File: src/rtl/display_scanner.sv
// display_scanner: time-multiplexed scan driver for an 8-digit common-anode
// seven-segment display. A shadow copy of value/en_mask/dp_mask is scanned one
// digit per CLK_DIV-cycle slot, and the anode stays dark for the first
// GUARD_CYCLES of each slot.
// Optional build macro: LEADING_ZERO_BLANK_EN darkens leading-zero digits
// (digit 0 is never blanked).
module display_scanner #(
  parameter int CLK_DIV      = 100_000,
  parameter int GUARD_CYCLES = 4
) (
  input  logic        clk,
  input  logic        reset,
  input  logic [31:0] value,
  input  logic        load,
  input  logic [7:0]  en_mask,
  input  logic [7:0]  dp_mask,
  output logic [3:0]  num,
  output logic [2:0]  sel,
  output logic [7:0]  anode,
  output logic        dp,
  output logic        tick
);

  localparam int PW = $clog2(CLK_DIV);
  localparam logic [PW-1:0] LAST  = PW'(CLK_DIV - 1);
  localparam logic [PW-1:0] GUARD = PW'(GUARD_CYCLES);

  logic [31:0]   value_r;
  logic [7:0]    en_mask_r;
  logic [7:0]    dp_mask_r;
  logic [PW-1:0] presc_r;

  logic          last_s;
  logic [PW-1:0] presc_next_s;
  logic [3:0]    nibble_s;
  logic [7:0]    blank_s;
  logic          lit_s;

  // Slot timing, current nibble and whether the current digit may light.
  always_comb begin
    last_s       = (presc_r == LAST);
    presc_next_s = last_s ? {PW{1'b0}} : presc_r + PW'(1);
    nibble_s     = value_r[{sel, 2'b00} +: 4];
    blank_s      = 8'h00;
`ifdef LEADING_ZERO_BLANK_EN
    for (int k = 1; k < 8; k++) begin
      blank_s[k] = ~|(value_r >> (4 * k));
    end
`else
    blank_s      = 8'h00;
`endif
    lit_s = (presc_r >= GUARD) && en_mask_r[sel] && !blank_s[sel];
  end

  // Prescaler, digit index and end-of-slot pulse.
  always_ff @(posedge clk) begin
    if (reset) begin
      presc_r <= {PW{1'b0}};
      sel     <= 3'd0;
      tick    <= 1'b0;
    end else begin
      presc_r <= presc_next_s;
      tick    <= (presc_next_s == LAST);
      if (last_s) begin
        sel <= sel + 3'd1;
      end else begin
        sel <= sel;
      end
    end
  end

  // Shadow registers: capture display data whenever load is high.
  always_ff @(posedge clk) begin
    if (reset) begin
      value_r   <= 32'h0000_0000;
      en_mask_r <= 8'h00;
      dp_mask_r <= 8'h00;
    end else if (load) begin
      value_r   <= value;
      en_mask_r <= en_mask;
      dp_mask_r <= dp_mask;
    end else begin
      value_r   <= value_r;
      en_mask_r <= en_mask_r;
      dp_mask_r <= dp_mask_r;
    end
  end

  // Registered digit outputs, one cycle behind the scan position and shadow data.
  always_ff @(posedge clk) begin
    if (reset) begin
      num   <= 4'h0;
      anode <= 8'hFF;
      dp    <= 1'b1;
    end else begin
      num   <= nibble_s;
      anode <= lit_s ? ~(8'd1 << sel) : 8'hFF;
      dp    <= lit_s ? ~dp_mask_r[sel] : 1'b1;
    end
  end

endmodule

File: config.mk
export PLATFORM = sky130hd
export DESIGN_NAME = display_scanner
export DESIGN_NICKNAME = d
export VERILOG_FILES = /design/src/rtl/display_scanner.sv
export SDC_FILE = /design/constraint.sdc
export NUM_CORES = 1
export LEC_CHECK = 0
export BUFFER_PORTS_ARGS = -buffer_cell sky130_fd_sc_hd__buf_2
export CORE_MARGIN = 2
export CORE_UTILIZATION = 55
export DETAILED_ROUTE_END_ITERATION = 8
export PLACE_DENSITY = 0.85
export SYNTH_ARGS = -nofsm -noshare
export SYNTH_HDL_FRONTEND = slang
export SYNTH_SLANG_ARGS = --single-unit
export TNS_END_PERCENT = 5
File: constraint.sdc
create_clock -name clk -period 2.4 [get_ports clk]
set_clock_uncertainty 0.05 [all_clocks]
set_input_delay 0 -clock clk [delete_from_list [all_inputs] [get_ports clk]]
set_output_delay 0 -clock clk [all_outputs]
set_load 0.02 [all_outputs]
==> results.json, run 1 <==
{
  "ff_latch_area_um2": 1642,
  "fin_nets": 520,
  "rsz0062_at_grt": "no",
  "cts_tree": "built",
  "cp_cell_sequence": "ha_1 -> nand3_4 -> or4_4 -> mux2i_1 -> o2111ai_1 -> nor4_2",
  "track_usage": 0.2694,
  "grt_pass1_vias": 3209,
  "cts_setup_buffers": 0,
  "port_buffers": 67,
  "drtIter0Drc": 154,
  "multi_input_area_um2": 1782,
  "async_flop_share": 0,
  "wl_per_cell_um": 17.13,
  "maxCapViolations": 0,
  "fillers": 432,
  "cts-root-buf": "clkbuf_8",
  "crit_type": "reg2reg",
  "cp.required_ns": 2.63,
  "core_um2": 6314,
  "synth.avg_cell_area_um2": 10.25,
  "drive_gt1_frac": 0.2446,
  "setup_tns_ns": 0,
  "placed_cells": 478,
  "synth_seq_area_share": 0.4587,
  "hp-class": "in2reg",
  "finalHoldViolations": 0,
  "leakage_uw": 0.001961,
  "ff2ff_path_depth": 6,
  "crit_slowest_cell": "or4_4",
  "slowest_delay_ns": 0.57,
  "setup_ws_ns": 0.3672,
  "cts_buffers": 9,
  "grt_start_max_net_pins": 56,
  "start_util": 0.5668,
  "r2r_start": "presc_r[0]",
  "grt_pass1_wl_um": 14860,
  "worst_setup_path_start_kind": "register",
  "layout_common_cells": "dfxtp_1, nor2_1, buf_2",
  "yosysWarningCount": 0,
  "routed_via_density": 5.576,
  "powerDensity_nw_per_um2": 595.2,
  "wl_um": 9304,
  "r2r_end": "tick",
  "synthCells": 349,
  "slew_violations": 0,
  "ys_ff_latch": 82,
  "antennaDiodeCount": 0,
  "fin_area_um2": 4634,
  "holdCritStartpoint": "load",
  "die_width_um": 84.66,
  "gp_congestion": 0.9222,
  "holdPathStages": 3,
  "dp_hpwl_um": 5338,
  "slew_headroom": 0.5702,
  "r2r_slack_ns": 0.37,
  "period_share": 0.8470,
  "insertion_delay_ns": 0.36,
  "crit_fanout": 7,
  "final_common_cell": "dfxtp_1",
  "place_ws_ns": 0.4015,
  "yosysUniqueCellTypes": 45,
  "period_needed_ns": 2.033,
  "ioPinCount": 68,
  "worst_pin_slew_ns": 0.6448,
  "die_area_um2": 7167,
  "synth_top_flop_cell": "dfxtp_1",
  "synth_top_area_cell": "dfxtp_1",
  "syn_nets": 408,
  "drc": 0,
  "drtPass1Iterations": 4,
  "h-tree-depth": 3,
  "crit_arrival_ns": 2.26,
  "power_uw": 2759,
  "instances_no_fill": 543,
  "ys_top_cells_by_area": "dfxtp_1, mux2i_1, mux4_2, nor2_1, ha_1",
  "ant_nets": 0,
  "min_to": "value_r[4]",
  "clock_sinks": 82,
  "status": "finished, final reports clean",
  "overflow": 0,
  "path_clk_slew_ns": 0.09,
  "synthesis.area_um2": 3578,
  "startpoint": "presc_r[0]",
  "cts_max_path_buffers": 2,
  "row_count": 29,
  "die_y_um": 84.66,
  "setup_violations": 0,
  "end_kind": "register",
  "worst_ir_drop_vdd_v": 0.0004721,
  "yosysTopAreaCellShare": 0.4587,
  "antenna_found_initial": 0,
  "num_vias": 3028,
  "placed_cell_area_um2": 3943,
  "area_growth_pct": 29.51,
  "synth-edff-count": 0,
  "fmaxAchievable_ghz": 0.4919
}
## flip-flops by register name, summed over array words and instances, names as in the netlist
name and cells:
anode 8, en_mask_r 8, tick 1, num 4
value_r 32, sel 3, dp 1, presc_r 17
dp_mask_r 8
## metrics by stage
| step | util | hold slack [ns] |
|---|---|---|
| after floorplan | - | 0.09687 |
| after global placement | 0.6245 | 0.1830 |
| after detailed placement | 0.6245 | 0.1902 |
| after CTS | 0.7340 | 0.1863 |
| after global routing | 0.7340 | 0.2177 |
| final | 0.7340 | 0.2034 |
## worst max path at each step
stage                   to  cells after the start
2_1_floorplan  presc_r[14]                      5
3_3_place_gp   presc_r[14]                      5
3_5_place_dp          tick                      6
4_1_cts               tick                      6
5_1_grt               tick                      6
6_report              tick                      6
## power by group
group	switching [uW]	internal [uW]	total, uW	leakage (uW)
Sequential	36.9	1410	1450	0.000672
Combinational	121	157	278	0.00120
Clock	543	485	1030	0.0000881
Total	701	2060	2760	0.00196
## synthesized netlist by cell type (5+ instances only)
cell and n:
mux4_2 12, buf_6 5, nor2_1 69, a21oi_1 8
nand2_1 25, dfxtp_1 82, nand3_1 7, nand4_1 5
xnor2_1 9, mux2i_1 50, ha_1 8, xor2_1 8
clkbuf_1 8, inv_1 7
## critical path, delay by kind of cell (launching register included)
family | cells | cell delay, ns
muxes | 1 | 0.17
and+or+nand+nor | 3 | 0.84
AOI/OAI and AO/OA | 1 | 0.16
DFF | 1 | 0.44
adders and majority gates | 1 | 0.28
## metal layers
layer | wire length [um] | vias to the layer above | GRT usage
met5 | 0 | - | 0
met4 | 346 | 0 | 0.1587
met3 | 540 | 31 | 0.06490
met2 | 4976 | 124 | 0.4860
met1 | 3439 | 1444 | 0.2824
li1 | - | 1429 | -
## repair_timing
item                                   in CTS  in global routing
gates resized for setup                     0                  0
endpoints found under the hold margin      50                  0
hold buffers                               49                  0
## layout make-up
type / count / share of cell area
clock inverters: 7 / 0.01674
clock buffers: 9 / 0.02673
repair buffers: 122 / 0.1906
multi-input cells: 238 / 0.3844
well taps: 77 / 0.02079
flip-flops and latches: 82 / 0.3542
inverters: 8 / 0.006479
## logic make-up (layout without fill, tap and decap cells)
group | count (synthesis) | in the layout | synth area share
flops | 82 | 82 | 0.4587
xor+xnor | 17 | 17 | 0.04161
compound gates | 16 | 16 | 0.02867
mux | 62 | 62 | 0.2154
buf+inv | 29 | 146 | 0.04336
fa+ha+maj | 8 | 8 | 0.02797
simple gates | 135 | 135 | 0.1843
(Power assumes the default switching activity.)
==> run 2, diff against run 1 <==
- CORE_UTILIZATION: 55 -> 50
- PLACE_DENSITY: 0.85 -> 0.82
- clock period: 2.4 -> 1.63 ns (I/O delays scaled with it)
==> run 2 against run 1 <==
Effect of this change:
- the flow now finishes with violations (setup timing)
- die area grew 9.5%
- first-iteration DRC count shrank 49%
- via count grew 1.1%
- non-clock buffer count grew 33
- largest power group unchanged
- sequential power grew 47%
- clock power grew 67%
- critical path depth shrank 1
- clock-buffer cell count grew 1
- power grew 55%
- cell count grew 9.6%
==> results.json, run 2 (same netlist as run 1, synthesis figures left out) <==
{
  "track_usage": 0.2514,
  "antenna_found_initial": 0,
  "worst_ir_drop_vdd_v": 0.0006407,
  "start_util": 0.5209,
  "setup_ws_ns": -0.2285,
  "h-tree-depth": 3,
  "period_share": 1.140,
  "dp_hpwl_um": 5691,
  "power_frac_clock": 0.402,
  "setup_violations": 22,
  "slowest_delay_ns": 0.54,
  "overflow": 0,
  "die_width_um": 88.60,
  "wl_per_cell_um": 15.30,
  "ff2ff_path_depth": 5,
  "port_buffers": 67,
  "p_comb_frac": 0.099,
  "reg_top3": "value_r: 32 flops, presc_r: 17 flops",
  "grt_start_max_net_pins": 56,
  "period_needed_ns": 1.859,
  "slew_violations": 0,
  "drtPass1Iterations": 4,
  "ioPinCount": 68,
  "utilization": 0.7297,
  "fin_nets": 553,
  "r2r_start": "presc_r[12]",
  "cp_cell_sequence": "or4_4 -> nor4_4 -> nand2_2 -> buf_4 -> a211oi_1",
  "whs_ns": 0.1631,
  "insertion_delay_ns": 0.36,
  "min_to": "value_r[0]",
  "crit_arrival_ns": 2.06,
  "hp-class": "in2reg",
  "cts_max_path_buffers": 2,
  "drive_gt1_frac": 0.3106,
  "powerDensity_nw_per_um2": 852.5,
  "crit_buf_inv": 1,
  "crit_fanout": 3,
  "largest-register": "value_r",
  "fmaxAchievable_ghz": 0.5381,
  "leakage_uw": 0.002189,
  "violations": "setup timing",
  "grt_pass1_wl_um": 14890,
  "place_ws_ns": -0.3046,
  "routed_via_density": 5.145,
  "slew_headroom": 0.6385,
  "row_count": 30,
  "core_um2": 6869,
  "antennaDiodeCount": 0,
  "cp.required_ns": 1.83,
  "final_common_cell": "dfxtp_1",
  "holdCritStartpoint": "load",
  "swShare": 0.2380,
  "power_uw": 4273,
  "ant_nets": 0,
  "end_kind": "register",
  "holdPathStages": 4,
  "area_growth_pct": 40.07,
  "gp_congestion": 0.9023,
  "wl_um": 9102,
  "p_seq_frac": 0.499,
  "num_vias": 3061,
  "grt_pass1_vias": 3148,
  "cts-root-buf": "clkbuf_8",
  "p_sw_uw": 1017,
  "path_clk_slew_ns": 0.09,
  "largest_reg_flops": 32,
  "setup_tns_ns": -2.089,
  "die_area_um2": 7850,
  "worst_setup_path_start_kind": "register",
  "clock_sinks": 82,
  "rsz0062_at_grt": "yes",
  "cts_tree": "built",
  "crit_family": "simple AND/OR/NAND/NOR gates",
  "maxCapViolations": 0,
  "r2r_slack_ns": -0.23,
  "die_y_um": 88.60,
  "cts_buffers": 9,
  "finalHoldViolations": 0,
  "status": "complete, but fails checks",
  "layout_common_cells": "dfxtp_1, nor2_1, buf_2",
  "crit_slowest_cell": "or4_4",
  "internal_power_uw": 3256,
  "worst_pin_slew_ns": 0.5423,
  "drc": 0,
  "crit_type": "reg2reg",
  "drtIter0Drc": 78,
  "r2r_end": "sel[2]"
}
run 2: worst min-delay path, stage by stage:
cell,delay (ns)
buf_2,0.12
buf_12,0.20
mux2i_1,0.15
nor2_1,0.07
run 2: worst max-delay path by stage:
stage                     depth (start not counted)         from  slack (ns)           to
after CTS                                         6   presc_r[0]       -0.22         tick
after global routing                              5   presc_r[2]       -0.33         tick
final                                             5  presc_r[12]       -0.23       sel[2]
after global placement                            5   presc_r[2]       -0.12         tick
after floorplan                                   8   presc_r[6]       -0.13  presc_r[11]
after detailed placement                          6   presc_r[1]       -0.30         tick
run 2: layout make-up:
| type | count | area (um^2) |
|---|---|---|
| Multi-Input combinational cell | 238 | 1821 |
| Tap cell | 96 | 120.1 |
| Clock inverter | 6 | 96.34 |
| Timing Repair Buffer | 155 | 1156 |
| Clock buffer | 10 | 137.6 |
| Sequential cell | 82 | 1652 |
| Fill cell | 459 | 1857 |
| Inverter | 8 | 30.03 |
run 2: what timing repair did:
item,4_1_cts,5_1_grt
setup endpoints to repair,23,29
endpoints found under the hold margin,50,0
cloned,0,0
hold buffers,49,0
pin swaps,3,6
resized for setup,5,4
buffers inserted,0,2
run 2: layer usage:
layer	track usage	part of all wire	vias up
met5	0	0	-
met4	0.08127	0.017	0
met3	0.06343	0.051	17
met2	0.4573	0.54	93
met1	0.2882	0.39	1457
li1	-	-	1494
run 2: power by group through the flow:
stage	Sequential (uW)	Clock, uW	Combinational, uW
after floorplan	2170	0	200
final	2130	1720	422
after global placement	2170	0	307
after global routing	2140	1810	459
after CTS	2130	1730	409
after detailed placement	2180	0	318
run 2: stage by stage:
stage	cells	cell area (um^2)
floorplan	349	3592
global placement	528	4238
detailed placement	528	4238
CTS	593	4977
global route	595	5012
finish	595	5012
==> run 3, diff against run 2 <==
- ABC_AREA: default -> 1
==> run 3 against run 2 <==
Effect of this change:
- the flow now finishes without violations
- critical path depth is 2 higher
- synthesized cell count is 48% higher
- sequential share of layout area is 0.98 points higher
- sequential power hardly changed
- largest cell class unchanged
- largest power group unchanged
- die area is 0.40% higher
- first-iteration DRC count grew to 3.5 times the previous value
- flip-flop and latch count stayed put
- non-clock buffer count is 22 lower
- via count is 26% higher
- design area is 3.2% lower
==> results.json, run 3 <==
{
  "status": "finished, final reports clean",
  "ys_top_cells_by_area": "dfxtp_1, nor2_1, o21ai_0, nand2_1, nand3_1",
  "ys_top_cells_by_count": "nor2_1, dfxtp_1, o21ai_0",
  "drc": 0,
  "yosysMostFrequentCell": "nor2_1",
  "power_uw": 4153,
  "period_needed_ns": 1.600,
  "p_comb_frac": 0.100,
  "slew_violations": 0,
  "swShare": 0.2388,
  "die_y_um": 88.78,
  "start_util": 0.5231,
  "drive_gt1_frac": 0.1994,
  "ys_ff_latch": 82,
  "synthesis.area_um2": 3593,
  "layout_common_cells": "nor2_1, o21ai_0, dfxtp_1",
  "holdCritStartpoint": "load",
  "synth_seq_area_share": 0.4568,
  "finalHoldViolations": 0,
  "clock_sinks": 82,
  "synth_top_area_cell": "dfxtp_1",
  "die_area_um2": 7881,
  "port_buffers": 67,
  "cp.required_ns": 1.84,
  "h-tree-depth": 3,
  "final_common_cell": "nor2_1",
  "busiest_layer": "met2",
  "setup_violations": 0,
  "wl_um": 10280,
  "die_width_um": 88.78,
  "synthCells": 515,
  "power_frac_clock": 0.384,
  "powerDensity_nw_per_um2": 855.7,
  "fin_area_um2": 4853,
  "r2r_slack_ns": 0.03,
  "crit_arrival_ns": 1.81,
  "p_seq_frac": 0.516,
  "reg_top3": "value_r: 32 flops, presc_r: 17 flops",
  "synth.avg_cell_area_um2": 6.978,
  "yosysTopAreaCellShare": 0.4568,
  "crit_type": "reg2reg",
  "crit_family": "simple AND/OR/NAND/NOR gates",
  "area_growth_pct": 35.06,
  "r2r_start": "presc_r[7]",
  "drtPass1Iterations": 5,
  "yosysUniqueCellTypes": 23,
  "grt_pass1_vias": 3623,
  "overflow": 0,
  "gp_congestion": 0.8977,
  "cts_max_path_buffers": 2,
  "hp-class": "in2reg",
  "grt_pass1_wl_um": 16840,
  "wl_per_cell_um": 14.02,
  "place_ws_ns": 0.009846,
  "routed_via_density": 5.244,
  "synth_top_flop_cell": "dfxtp_1",
  "drtIter0Drc": 270,
  "worst_pin_slew_ns": 0.4255,
  "whs_ns": 0.07575,
  "holdPathStages": 5,
  "fillers": 538,
  "p_sw_uw": 992.0,
  "largest-register": "value_r",
  "dp_hpwl_um": 6405,
  "insertion_delay_ns": 0.35,
  "period_share": 0.9819,
  "slew_headroom": 0.7164,
  "fmaxAchievable_ghz": 0.6248,
  "cts_buffers": 9,
  "r2r_end": "tick",
  "cts_tree": "built",
  "antennaDiodeCount": 0,
  "fin_nets": 692,
  "worst_setup_path_start_kind": "register",
  "crit_fanout": 7,
  "cts-root-buf": "clkbuf_8",
  "ff2ff_path_depth": 7,
  "num_vias": 3844,
  "async_flop_share": 0,
  "critPathMostFrequentCell": "nor2_1",
  "antenna_found_initial": 0,
  "setup_ws_ns": 0.02956,
  "rsz0062_at_grt": "yes",
  "track_usage": 0.2747,
  "end_kind": "register",
  "crit_buf_inv": 0,
  "row_count": 30,
  "worst_ir_drop_vdd_v": 0.0006414,
  "min_to": "en_mask_r[3]",
  "crit_slowest_cell": "dfxtp_1",
  "synth-edff-count": 0,
  "use_met2": 0.4539,
  "ioPinCount": 68,
  "internal_power_uw": 3161,
  "ant_nets": 0,
  "leakage_uw": 0.002118,
  "syn_nets": 574,
  "largest_reg_flops": 32,
  "gr-usage-met3": 0.05784,
  "slowest_delay_ns": 0.49,
  "grt_start_max_net_pins": 53,
  "maxCapViolations": 0,
  "cp_cell_sequence": "nand2_1 -> nor2_1 -> nand4_1 -> nand3_1 -> nor2_1 -> nand3_1 -> nor2_1",
  "yosysWarningCount": 0,
  "core_um2": 6869,
  "use_met1": 0.3553,
  "placed_cell_area_um2": 4081,
  "path_clk_slew_ns": 0.08
}
==> run 3: cell count changes in the layout (fill, tap and decap cells not counted), moves of 12 or more <==
cell	change
nand2_1	+34
mux4_2	-12
nand3_1	+22
mux2i_1	-50
nor2_1	+68
o21ai_0	+78
buf_4	-20
inv_1	+28
==> run 3: cells by family (layout without fill, tap and decap cells) <==
family | Yosys count | in the layout | share of synthesized area
AO/OA/AOI/OAI | 108 | 108 | 0.1553
XOR/XNOR | 1 | 1 | 0.002438
adder cells (fa/ha/maj) | 8 | 8 | 0.02786
buffers and inverters | 64 | 186 | 0.06755
flip-flops | 82 | 82 | 0.4568
AND/OR/NAND/NOR | 252 | 252 | 0.2900
==> run 3: timing repair <==
action                     in CTS  in global routing
gates resized for setup         2                 15
hold endpoints to repair       58                  0
setup endpoints to repair       1                 19
hold buffers                   49                  0
setup buffers                   1                  0
pin swaps                       1                  1
==> run 3: worst max-delay path by stage <==
| stage | slack [ns] | end | startpoint | cells after the start |
|---|---|---|---|---|
| final | 0.03 | tick | presc_r[7] | 7 |
| after floorplan | 0.12 | sel[2] | sel[2] | 5 |
| after detailed placement | 0.01 | tick | presc_r[1] | 8 |
| after global placement | 0.1 | presc_r[10] | presc_r[1] | 8 |
| after global routing | -0.06 | tick | presc_r[1] | 8 |
| after CTS | 0.04 | tick | presc_r[1] | 8 |
==> run 3: power groups by stage <==
stage / Clock, uW / Sequential (uW) / Combinational [uW]
finish: 1590 / 2140 / 414
global route: 1710 / 2150 / 460
CTS: 1610 / 2140 / 395
detailed placement: 0 / 2180 / 303
global placement: 0 / 2180 / 294
floorplan: 0 / 2180 / 179
==> run 3: per-stage QoR <==
step	TNS, ns	instances	util
2_1_floorplan	0	515	-
3_3_place_gp	0	668	0.5942
3_5_place_dp	0	668	0.5942
4_1_cts	0	733	0.6985
5_1_grt	-0.07332	733	0.7066
6_report	0	733	0.7066
==> run 3: layout make-up <==
type,instances,area [um^2],share of cell area
Clock buffer,9,123.9,0.02552
Timing Repair Buffer,133,965.9,0.1990
Clock inverter,6,90.09,0.01856
Inverter,38,142.6,0.02939
Multi-Input combinational cell,369,1764,0.3635
Tap cell,96,120.1,0.02475
Sequential cell,82,1647,0.3393
==> run 3: worst reg2reg max path, cell delays in order, from the launching register on <==
cell     delay [ns]
dfxtp_1        0.49
nand2_1        0.10
nor2_1         0.20
nand4_1        0.28
nand3_1        0.19
nor2_1         0.07
nand3_1        0.09
nor2_1         0.05
==> run 3: metal layers <==
layer | part of all wire | wire (um)
met5 | 0 | 0
met4 | 0.023 | 240
met3 | 0.078 | 800
met2 | 0.49 | 5030
met1 | 0.41 | 4204
